--- src/rtl/match_round_controller_if.sv ---
// Board-side signal bundle for match_round_controller.
// master: the board/test driver that owns switches, keys and colours.
// slave: the round controller that owns lamps, hex digits, score and state.
interface match_round_controller_if #(
    parameter int NTILES = 10
);
    logic                  start;
    logic                  quit;
    logic                  selectSW;
    logic [NTILES-1:0]     SW;
    logic [3*NTILES-1:0]   tile_colors;
    logic [NTILES-1:0]     led;
    logic [3:0]            first_hex;
    logic [3:0]            second_hex;
    logic [7:0]            score_bcd;
    logic                  game_over;
    logic [2:0]            state;

    modport master (
        output start, quit, selectSW, SW, tile_colors,
        input  led, first_hex, second_hex, score_bcd, game_over, state
    );

    modport slave (
        input  start, quit, selectSW, SW, tile_colors,
        output led, first_hex, second_hex, score_bcd, game_over, state
    );
endinterface

--- src/rtl/match_round_controller.sv ---
// match_round_controller: sequences one round of the tile-matching game.
// Select presses become first/second picks; both tiles stay revealed for
// REVEAL_CYCLES clocks, then colours are compared, the matched mask is
// updated, attempts are counted in saturating BCD and game over is flagged.
// Optional feature macro: REVEAL_SKIP_EN (a select press during REVEAL ends
// the reveal early). The default build leaves it undefined.
module match_round_controller #(
    parameter int NTILES        = 10,
    parameter int REVEAL_CYCLES = 100000000,
    parameter int CNT_W         = 27
) (
    input  logic                    CLOCK_50,
    input  logic                    clear,
    match_round_controller_if.slave bus
);

    localparam int IDX_W = (NTILES > 1) ? $clog2(NTILES) : 1;
    localparam logic [NTILES-1:0] TILE_ONE  = {{(NTILES-1){1'b0}}, 1'b1};
    localparam logic [NTILES-1:0] ALL_TILES = {NTILES{1'b1}};

    typedef enum logic [2:0] {
        IDLE     = 3'd0,
        PICK1    = 3'd1,
        PICK2    = 3'd2,
        REVEAL   = 3'd3,
        GAMEOVER = 3'd4
    } state_e;

    state_e             state_q, state_d;
    logic               sel_s1_q, sel_s2_q, sel_s3_q;
    logic               sel_fall_q, sel_fall_d;
    logic [NTILES-1:0]  sw_s1_q, sw_s2_q;
    logic [NTILES-1:0]  matched_q, matched_d;
    logic [IDX_W-1:0]   p1_q, p1_d, p2_q, p2_d;
    logic               p1_vld_q, p1_vld_d, p2_vld_q, p2_vld_d;
    logic [CNT_W-1:0]   cnt_q, cnt_d;
    logic [7:0]         score_q, score_d;
    logic [NTILES-1:0]  led_q, led_d;
    logic [3:0]         first_hex_q, first_hex_d;
    logic [3:0]         second_hex_q, second_hex_d;
    logic               game_over_q, game_over_d;

    logic               pick_found;
    logic [IDX_W-1:0]   pick_idx;
    logic               reveal_done;
    logic [2:0]         col1, col2;

    function automatic logic [NTILES-1:0] tile_bit(input logic [IDX_W-1:0] idx);
        return TILE_ONE << idx;
    endfunction

    // Two-digit BCD increment that sticks at 99.
    function automatic logic [7:0] bcd_inc(input logic [7:0] v);
        logic [7:0] r;
        if (v == 8'h99)
            r = v;
        else if (v[3:0] == 4'd9)
            r = {v[7:4] + 4'd1, 4'd0};
        else
            r = {v[7:4], v[3:0] + 4'd1};
        return r;
    endfunction

    assign col1 = bus.tile_colors[3*int'(p1_q) +: 3];
    assign col2 = bus.tile_colors[3*int'(p2_q) +: 3];

    // Falling edge of the synchronised select key (previous high, now low).
    always_comb begin
        sel_fall_d = sel_s3_q & ~sel_s2_q;
    end

    // Lowest switched-on tile that is unmatched and not the held first pick.
    always_comb begin
        // NOTE: every comb output gets a default first so no path leaves it unassigned (no latch).
        pick_found = 1'b0;
        pick_idx   = '0;
        for (int i = NTILES - 1; i >= 0; i--) begin
            if (sw_s2_q[i] && !matched_q[i] && !(p1_vld_q && (p1_q == IDX_W'(i)))) begin
                pick_found = 1'b1;
                pick_idx   = IDX_W'(i);
            end
        end
    end

    // Round FSM next-state, pick/score/counter/mask updates.
    always_comb begin
        state_d     = state_q;
        matched_d   = matched_q;
        p1_d        = p1_q;
        p1_vld_d    = p1_vld_q;
        p2_d        = p2_q;
        p2_vld_d    = p2_vld_q;
        cnt_d       = cnt_q;
        score_d     = score_q;
        reveal_done = 1'b0;

        case (state_q)
            IDLE: begin
                if (bus.start && !bus.quit)
                    state_d = PICK1;
            end
            PICK1: begin
                if (bus.quit)
                    state_d = IDLE;
                else if (sel_fall_q && pick_found) begin
                    p1_d     = pick_idx;
                    p1_vld_d = 1'b1;
                    state_d  = PICK2;
                end
            end
            PICK2: begin
                if (bus.quit)
                    state_d = IDLE;
                else if (sel_fall_q && pick_found) begin
                    p2_d     = pick_idx;
                    p2_vld_d = 1'b1;
                    score_d  = bcd_inc(score_q);
                    cnt_d    = CNT_W'(REVEAL_CYCLES - 1);
                    state_d  = REVEAL;
                end
            end
            REVEAL: begin
                if (bus.quit)
                    state_d = IDLE;
                else begin
`ifdef REVEAL_SKIP_EN
                    reveal_done = (cnt_q == '0) || sel_fall_q;
`else
                    reveal_done = (cnt_q == '0);
`endif
                    if (reveal_done) begin
                        if (col1 == col2)
                            matched_d = matched_q | tile_bit(p1_q) | tile_bit(p2_q);
                        p1_d     = '0;
                        p1_vld_d = 1'b0;
                        p2_d     = '0;
                        p2_vld_d = 1'b0;
                        cnt_d    = '0;
                        state_d  = (matched_d == ALL_TILES) ? GAMEOVER : PICK1;
                    end else begin
                        cnt_d = cnt_q - CNT_W'(1);
                    end
                end
            end
            GAMEOVER: begin
                if (bus.start || bus.quit)
                    state_d = IDLE;
            end
            default: state_d = IDLE;
        endcase

        // Entering or sitting in IDLE wipes the round, so IDLE always shows a fresh board.
        if (state_d == IDLE) begin
            matched_d = '0;
            p1_d      = '0;
            p1_vld_d  = 1'b0;
            p2_d      = '0;
            p2_vld_d  = 1'b0;
            cnt_d     = '0;
            score_d   = 8'h00;
        end
    end

    // Registered outputs computed from next-state values so they change with the state.
    always_comb begin
        led_d        = '0;
        first_hex_d  = 4'hF;
        second_hex_d = 4'hF;
        game_over_d  = (state_d == GAMEOVER);
        if (state_d == PICK1 || state_d == PICK2 || state_d == REVEAL) begin
            led_d = matched_d
                  | (p1_vld_d ? tile_bit(p1_d) : '0)
                  | (p2_vld_d ? tile_bit(p2_d) : '0);
        end
        if (state_d == PICK2 || state_d == REVEAL)
            first_hex_d = {1'b0, bus.tile_colors[3*int'(p1_d) +: 3]};
        if (state_d == REVEAL)
            second_hex_d = {1'b0, bus.tile_colors[3*int'(p2_d) +: 3]};
    end

    // Synchronisers and all round state; select idles high so its chain resets to 1.
    always_ff @(posedge CLOCK_50 or negedge clear) begin
        if (!clear) begin
            sel_s1_q     <= 1'b1;
            sel_s2_q     <= 1'b1;
            sel_s3_q     <= 1'b1;
            sel_fall_q   <= 1'b0;
            sw_s1_q      <= '0;
            sw_s2_q      <= '0;
            state_q      <= IDLE;
            matched_q    <= '0;
            p1_q         <= '0;
            p1_vld_q     <= 1'b0;
            p2_q         <= '0;
            p2_vld_q     <= 1'b0;
            cnt_q        <= '0;
            score_q      <= 8'h00;
            led_q        <= '0;
            first_hex_q  <= 4'hF;
            second_hex_q <= 4'hF;
            game_over_q  <= 1'b0;
        end else begin
            // NOTE: non-blocking assignments so every flop samples pre-edge values.
            sel_s1_q     <= bus.selectSW;
            sel_s2_q     <= sel_s1_q;
            sel_s3_q     <= sel_s2_q;
            sel_fall_q   <= sel_fall_d;
            sw_s1_q      <= bus.SW;
            sw_s2_q      <= sw_s1_q;
            state_q      <= state_d;
            matched_q    <= matched_d;
            p1_q         <= p1_d;
            p1_vld_q     <= p1_vld_d;
            p2_q         <= p2_d;
            p2_vld_q     <= p2_vld_d;
            cnt_q        <= cnt_d;
            score_q      <= score_d;
            led_q        <= led_d;
            first_hex_q  <= first_hex_d;
            second_hex_q <= second_hex_d;
            game_over_q  <= game_over_d;
        end
    end

    assign bus.led        = led_q;
    assign bus.first_hex  = first_hex_q;
    assign bus.second_hex = second_hex_q;
    assign bus.score_bcd  = score_q;
    assign bus.game_over  = game_over_q;
    assign bus.state      = 3'(state_q);

endmodule

--- src/flat_wrapper.sv ---
// flat-port wrapper written by rule: the top's interface ports become plain ports
module match_round_controller_flat 
#(
    parameter int NTILES        = 10,
    parameter int REVEAL_CYCLES = 100000000,
    parameter int CNT_W         = 27
)
  (CLOCK_50, clear, bus_start, bus_quit, bus_selectSW, bus_SW, bus_tile_colors, bus_led, bus_first_hex, bus_second_hex, bus_score_bcd, bus_game_over, bus_state);
  match_round_controller_if #(.NTILES(NTILES)) bus_i ();
  input  logic CLOCK_50;
  input  logic clear;
  input wire logic [$bits(bus_i.start)-1:0] bus_start;
  input wire logic [$bits(bus_i.quit)-1:0] bus_quit;
  input wire logic [$bits(bus_i.selectSW)-1:0] bus_selectSW;
  input wire logic [$bits(bus_i.SW)-1:0] bus_SW;
  input wire logic [$bits(bus_i.tile_colors)-1:0] bus_tile_colors;
  output wire logic [$bits(bus_i.led)-1:0] bus_led;
  output wire logic [$bits(bus_i.first_hex)-1:0] bus_first_hex;
  output wire logic [$bits(bus_i.second_hex)-1:0] bus_second_hex;
  output wire logic [$bits(bus_i.score_bcd)-1:0] bus_score_bcd;
  output wire logic [$bits(bus_i.game_over)-1:0] bus_game_over;
  output wire logic [$bits(bus_i.state)-1:0] bus_state;
  assign bus_i.start = bus_start;
  assign bus_i.quit = bus_quit;
  assign bus_i.selectSW = bus_selectSW;
  assign bus_i.SW = bus_SW;
  assign bus_i.tile_colors = bus_tile_colors;
  assign bus_led = bus_i.led;
  assign bus_first_hex = bus_i.first_hex;
  assign bus_second_hex = bus_i.second_hex;
  assign bus_score_bcd = bus_i.score_bcd;
  assign bus_game_over = bus_i.game_over;
  assign bus_state = bus_i.state;
  match_round_controller #(.NTILES(NTILES), .REVEAL_CYCLES(REVEAL_CYCLES), .CNT_W(CNT_W)) u_core (.CLOCK_50(CLOCK_50), .clear(clear), .bus(bus_i));
endmodule
--- config.mk ---
export PLATFORM = sky130hd
export DESIGN_NAME = match_round_controller_flat
export DESIGN_NICKNAME = d
export VERILOG_FILES = /design/src/rtl/match_round_controller_if.sv /design/src/rtl/match_round_controller.sv /design/src/flat_wrapper.sv
export SDC_FILE = /design/constraint.sdc
export NUM_CORES = 1
export LEC_CHECK = 0
export BUFFER_PORTS_ARGS = -buffer_cell sky130_fd_sc_hd__buf_2
export CAP_MARGIN = 0
export CORE_UTILIZATION = 40
export CTS_BUF_LIST = sky130_fd_sc_hd__clkbuf_16
export DETAILED_ROUTE_END_ITERATION = 7
export PLACE_DENSITY_LB_ADDON = 0.3
export SLEW_MARGIN = 25
export SYNTH_ARGS = -nofsm -noshare
export SYNTH_HDL_FRONTEND = slang
export SYNTH_SLANG_ARGS = --single-unit
--- constraint.sdc ---
create_clock -name CLOCK_50 -period 3.76 [get_ports CLOCK_50]
set_input_delay 0.752 -clock CLOCK_50 [delete_from_list [all_inputs] [get_ports CLOCK_50]]
set_output_delay 0.752 -clock CLOCK_50 [all_outputs]
set_load 0.02 [all_outputs]
* After elaboration in Yosys (flattened, before gate mapping)
Index checks and enable logic that the tools add are counted.
** Cells by class
- Add/sub/neg operators :: 3
- Multiply operators :: 4
- Div/mod/pow operators :: 0
- Magnitude comparators :: 0
- Equal/unequal tests :: 26
- Shift-type cells :: 8
- Muxes and demuxes :: 79
- Bitwise operators :: 6
- Reductions and logical operators :: 68
** Operator list (count)
- two-way mux 27 bit :: 5
- variable part select 30 x 32 -> 3 bit :: 4
- two-way mux 10 bit :: 11
- two-way mux 4 bit :: 22
- case mux 27 bit (2 select lines) :: 1
- two-way mux 8 bit :: 6
- OR 10 bit :: 4
- left shift 1 x 4 -> 10 bit (first input constant) :: 4
- logical AND 1 bit :: 32
- logical NOT 27 bit :: 1
- two-way mux 3 bit :: 9
- subtractor 27 x 1 -> 27 bit (second input constant) :: 1
- multiplier 2 x 4 -> 6 bit (first input constant) :: 4
- logical NOT 1 bit :: 21
- two-way mux 1 bit :: 20
- == test 4 x 3 -> 1 bit (second input constant) :: 4
- case mux 4 bit (2 select lines) :: 2
- case mux 3 bit (5 select lines) :: 1
- == test 3 x 2 -> 1 bit (second input constant) :: 4
- == test 4 bit (second input constant) :: 3
- == test 10 bit (second input constant) :: 1
- adder 4 x 1 -> 4 bit (second input constant) :: 2
- == test 4 x 2 -> 1 bit (second input constant) :: 2
- == test 8 bit (second input constant) :: 1
- 18 further kinds :: 29
** Storage, ports and cells
- Bits in registers :: 101
- Latch bits :: 0
- RAM bits :: 0
- Memory bits (read-only) :: 0
- Input bits :: 45
- Output and inout port bits :: 30
- Logic and storage cells :: 213
- Memories :: 0

* Longest topological paths before layout
- Depth in word-level cells :: 25
- Mapped depth :: 14

* Least setup slack after synthesis
No wires, ideal clock.
- Path type :: input -> register
- Start :: input port bus_tile_colors[22]
- End :: register u_core.led_q[0] (netlist: u_core.bus.led[0])
- Arrival time :: 3.038 ns
- Data required time :: 3.601 ns
- Slack :: 0.563 ns
- Stages on the path :: 9
- Path buffers :: 0
- Cell sequence :: mux4_2 a221oi_1 xnor2_1 nor3_2 a21oi_1 nor4_1 nand3_1 nor3_4 nor3_1
** On the way
- Word-level cells in the longest chain between the ends :: 18
- Elaborated cells between the ends (all ways) :: 33
** RTL lines
- start: declaration :: RTL line flat_wrapper.sv:16 : input wire logic [$bits(bus_i.tile_colors)-1:0] bus_tile_colors;
- variable part select 30 x 32 -> 3 bit, on equally long branches :: RTL line match_round_controller.sv:64, match_round_controller.sv:65
- == test 3 bit (*) :: RTL line match_round_controller.sv:132 : if (col1 == col2)
- two-way mux 10 bit (*) :: RTL line match_round_controller.sv:132
- two-way mux 10 bit (*) :: RTL line match_round_controller.sv:131 : if (reveal_done) begin
- two-way mux 10 bit (*) :: RTL line match_round_controller.sv:123 : if (bus.quit)
- two-way mux 10 bit (*) :: RTL line match_round_controller.sv:97 : case (state_q)
- == test 10 bit :: RTL line match_round_controller.sv:139 : state_d = (matched_d == ALL_TILES) ? GAMEOVER : PICK1;
- two-way mux 3 bit :: RTL line match_round_controller.sv:139
- [... 3 more ...]
- logical NOT 3 bit :: RTL line match_round_controller.sv:153 : if (state_d == IDLE) begin
- two-way mux 4 bit :: RTL line match_round_controller.sv:153
- left shift 1 x 4 -> 10 bit :: RTL line match_round_controller.sv:49 : return TILE_ONE << idx;
- two-way mux 10 bit :: RTL line match_round_controller.sv:172 : | (p1_vld_d ? tile_bit(p1_d) : '0)
- OR 10 bit :: RTL line match_round_controller.sv:172
- OR 10 bit :: RTL line match_round_controller.sv:173 : | (p2_vld_d ? tile_bit(p2_d) : '0);
- two-way mux 10 bit (*) :: RTL line match_round_controller.sv:170 : if (state_d == PICK1 || state_d == PICK2 || state_d == REVEAL) begin
- net u_core.led_d[0] :: RTL line match_round_controller.sv:38 : logic [NTILES-1:0] led_q, led_d;
- end signal: assignment :: RTL line match_round_controller.sv:218 : led_q <= led_d;
- end: declaration :: RTL line match_round_controller.sv:38
The timed path passes the listed nets; every way through them passes the cells marked *. The select of a mux whose other input is x is not followed.
A chain may end at the register's enable or synchronous reset.

* Worst setup path in the final report
- Start :: register u_core.p1_q[0]
- End :: register u_core.second_hex_q[2] (netlist: u_core.bus.second_hex[2])
** On the way
- Word-level cells in the longest chain between the ends :: 23
- Elaborated cells between the ends (all ways) :: 89
** RTL lines
- start: declaration :: RTL line match_round_controller.sv:34 : logic [IDX_W-1:0] p1_q, p1_d, p2_q, p2_d;
- start signal: assignment :: RTL line match_round_controller.sv:212 : p1_q <= p1_d;
- parallel branches: the longest is 22 deep, another holds multiplier 2 x 4 -> 6 bit
- two-way mux 4 bit (*) :: RTL line match_round_controller.sv:177 : if (state_d == REVEAL)
- net u_core.second_hex_d[2] :: RTL line match_round_controller.sv:40 : logic [3:0] second_hex_q, second_hex_d;
- end signal: assignment :: RTL line match_round_controller.sv:220 : second_hex_q <= second_hex_d;
- end: declaration :: RTL line match_round_controller.sv:40
Mark *: on every way through the listed nets, which the timed path passes. The select of a mux whose other input is x is not followed.

==> summary.txt <==
Synthesis
  • Ys async rst share: between 90% and 100%
  • Primary FF master, synth: dfrtp_1
  • Main combinational cell family by area after synthesis: compound AO/OA/AOI/OAI gates
  • EDFF count, synth: 0
  • Number of library cell types mapped by synthesis: 77
  • Adder-Cell Fraction of Synth Area: 0.9817%
  • Xor and xnor area share after synthesis: 1.512%
  • Syn Nets: 749
  • Simple-Gate Fraction of Synth Area: between 20% and 30%
  • Mux share of post-synthesis cell area: 7.618%
  • Register area share after synthesis: between 30 and 40%
  • YS warnings: 0
  • Post-Syn Instances: ~700
  • Yosys reg bits: 101
  • Syn avg cell area: 9.116 um^2
  • Compound-Gate Fraction of Synth Area: 23.19%
  • Cell Area, Synth: 0.006372 mm^2

Cells and area
  • Finished Layout Cells: 1022
  • Most common cell after layout, fill and taps aside: dfrtp_1
  • Most frequent cells in the layout: dfrtp_1, buf_2, a21oi_1
  • Area growth syn-to-layout: 18.77%
  • Antenna fix cells: 0
  • Share of layout cells above drive strength 1: 26.76%
  • Fin nets: roughly 860
  • Final instance area: around 0.0076 mm^2

GRT
  • GRT busiest layer: met2
  • GR Util met3: 5.593%
  • Total grt overflow: 0
  • Largest net degree at the start of global routing: 56
  • GR Layer Usage met1: between 30% and 40%
  • First-pass GRT wire length: 30.93 mm
  • Total track usage: 24.37%
  • Routing usage on met2: 38.79%
  • Vias in the first global route: 5933
  • Initial antenna violation count: 0

Floorplanning
  • Ports: 75
  • Die Area: 0.01644 mm^2
  • Core area: 0.01537 mm^2
  • Die Y: 128.2 um
  • Row count: 45
  • Initial core utilization: 41.46%
  • Chip width: around 130 um

Clock network
  • Clock-pin slew on the worst setup and hold paths: 70 ps
  • CTS tree: yes
  • Inserted Clock Buffers: 9
  • CTS max path bufs: 2
  • Clk Latency, worst-skew pair: between 300 and 400 ps
  • H-tree Lvls: 3
  • Clock Sinks: 101
  • Root Buffer: clkbuf_16

Timing
  • Hold slack: 347.1 ps
  • Post-layout minimum cycle time: 3597 ps
  • Final setup vio count: 0
  • Slew @ Worst Pin: 739.4 ps
  • Tcrit/Tclk final: 95.65%
  • Endpoints failing hold: 0
  • Final Slew Violations: 0
  • Final Worst Setup Slack: 163.4 ps
  • Fmax: 278.0 MHz
  • RSZ-0062 raised after global routing: no
  • Setup Skew: 7.233 ps
  • Slew margin rel.: 50.70%
  • Final TNS setup: 0 ps

Worst setup path
  • Max incr delay on CP: ~500 ps
  • Slowest CP cell: a221o_4
  • Crit Path Class: reg -> reg
  • Req. time, crit path: 4040 ps
  • Worst path top cell family by delay: simple AND/OR/NAND/NOR gates
  • Critical-path cell list: buf_4 > nor2_1 > nand2_1 > a221o_4 > or3_1 > and2_4 > a21o_1 > nor3b_2 > buf_4 > a221oi_2 > a211oi_1 > or3_1
  • Critical path buffer and inverter count: 2
  • Crit path max fanout: 10
  • Critical Path Start Type: register
  • Worst Path Arrival: 3880 ps
  • Crit end category: register

Power
  • Clock power frac: roughly two fifths
  • Pleak: approximately 3.1 nW
  • Max IR drop VDD: 228.6 uV
  • Combinational Power Share: approximately 15%
  • Cell area power density: 314.9 mW/mm^2
  • Switching share of power: between 20% and 30%
  • Switching pwr: 0.6860 mW
  • Internal: 1.698 mW
  • Sequential group share of total power: a little under half

Status
  • Status: complete, no violations

Run
  • Max-Cap Viols: 0

Placed design
  • Post-DP HPWL: ~14 mm
  • Placed insts: between 1000 and 1500
  • Port Buffers: 74
  • DP Area: 0.007268 mm^2
  • Placer Congestion: 0.9756
  • Post-place setup slack: 45.20 ps

Route
  • Vias: roughly 6200
  • Avg WL per Cell: roughly 19 um
  • Via density: 6.027
  • Pre-antenna DRT Iters: 6
  • Routed Antenna Nets: 0
  • DR iter-0 viols: approximately 540
  • Remaining DRCs: 0
  • WL final: 19.43 mm

Hold path
  • Worst Hold Class: reg -> reg
[through the flow]
step / util [%] / power [mW]
global placement: 47.29 / 1.483
detailed placement: 47.29 / 1.489
global route: 49.24 / 2.481
finish: 49.24 / 2.384
CTS: 49.14 / 2.400
floorplan: - / 1.333
[synth_stat cells (all sizes together) (5+ instances only)]
cell type	count	area share, %
nor2	60	3.6
a211oi	9	1.1
ha	5	0.98
dfstp	11	4.5
o31ai	11	1.8
nand2b	19	1.9
nand4	5	0.49
mux4	8	2.8
and2	6	0.63
clkbuf	16	0.94
dfrtp	90	35
nor4	13	1.6
xor2	7	0.96
nor3b	7	0.90
nor2b	14	1.4
mux2i	17	2.7
or2	7	0.69
nor3	44	4.0
nand3	13	1.1
a22oi	16	1.9
inv	26	1.5
nand3b	9	1.3
o21ai	50	3.9
buf	15	1.3
or3b	5	0.73
a221oi	12	1.7
or3	8	0.79
a21oi	73	5.8
mux2	12	2.1
o22ai	11	1.1
nand2	49	2.9
o32ai	7	0.96
[power by group through the flow]
stage	Combinational, mW	Clock [mW]	Sequential, mW
3_5_place_dp	0.346	0	1.14
2_1_floorplan	0.190	0	1.14
6_report	0.353	0.910	1.12
4_1_cts	0.348	0.930	1.12
3_3_place_gp	0.342	0	1.14
5_1_grt	0.385	0.973	1.12
[timing repair]
action / CTS / global route
setup endpoints to repair: 0 / 7
hold buffers: 0 / 0
gates resized for setup: 0 / 4
buffers inserted: 0 / 1
[worst register-to-register path, delay by kind of cell, from the launching register on]
family	cells	cell delay (ps)
flops	1	490
compound gates	4	1260
buf+inv	2	390
simple gates	6	1400
[layer usage]
| layer | routed length, um | vias up | part of all wire, % |
|---|---|---|---|
| met1 | 8309 | 2997 | 43 |
| li1 | - | 2831 | - |
| met4 | 496 | 0 | 2.6 |
| met3 | 1480 | 53 | 7.6 |
| met5 | 0 | - | 0 |
| met2 | 9139 | 279 | 47 |
[sequential cells by signal (all words and copies together), names as in the netlist, 3 cells and up]
register and flops:
u_core.cnt_q 27, u_core.bus.led 10, u_core.matched_q 10, u_core.sw_s1_q 10
u_core.sw_s2_q 10, u_core.bus.score_bcd 8, u_core.bus.first_hex 4, u_core.bus.second_hex 4
u_core.p1_q 4, u_core.p2_q 4, u_core.bus.state 3
[worst paths after layout]
path                                             start                                  to  slack (ps)  depth (start not counted)
setup reg to reg              u_core.p1_q[0]$_DFF_PN0_  u_core.bus.second_hex[2]$_DFF_PN1_         160                         12
hold reg to reg            u_core.sw_s1_q[0]$_DFF_PN0_         u_core.sw_s2_q[0]$_DFF_PN0_         350                          0
hold / removal             u_core.sw_s1_q[0]$_DFF_PN0_         u_core.sw_s2_q[0]$_DFF_PN0_         350                          0
setup / recovery              u_core.p1_q[0]$_DFF_PN0_  u_core.bus.second_hex[2]$_DFF_PN1_         160                         12
max in group asynchronous                        clear   u_core.bus.first_hex[2]$_DFF_PN1_        2540                          2
min in group asynchronous                        clear         u_core.cnt_q[4]$_DFFE_PN0P_         430                          1
[final cells by class]
type                    count  area [um^2]
clock inverters             7        60.06
well taps                 211        264.0
multi-input cells         540         3592
clock buffers               9        225.2
flip-flops and latches    101         2542
inverters                  27        101.3
repair buffers            127        783.3
fillers                  1439         7802
[cell families after synthesis]
kind of cell             count (synthesis)
AND/OR/NAND/NOR                        267
AO/OA/AOI/OAI                          220
flip-flops                             101
buffers and inverters                   58
multiplexers                            37
XOR/XNOR                                11
adder cells (fa/ha/maj)                  5
Power figures use the tool's default switching activity.
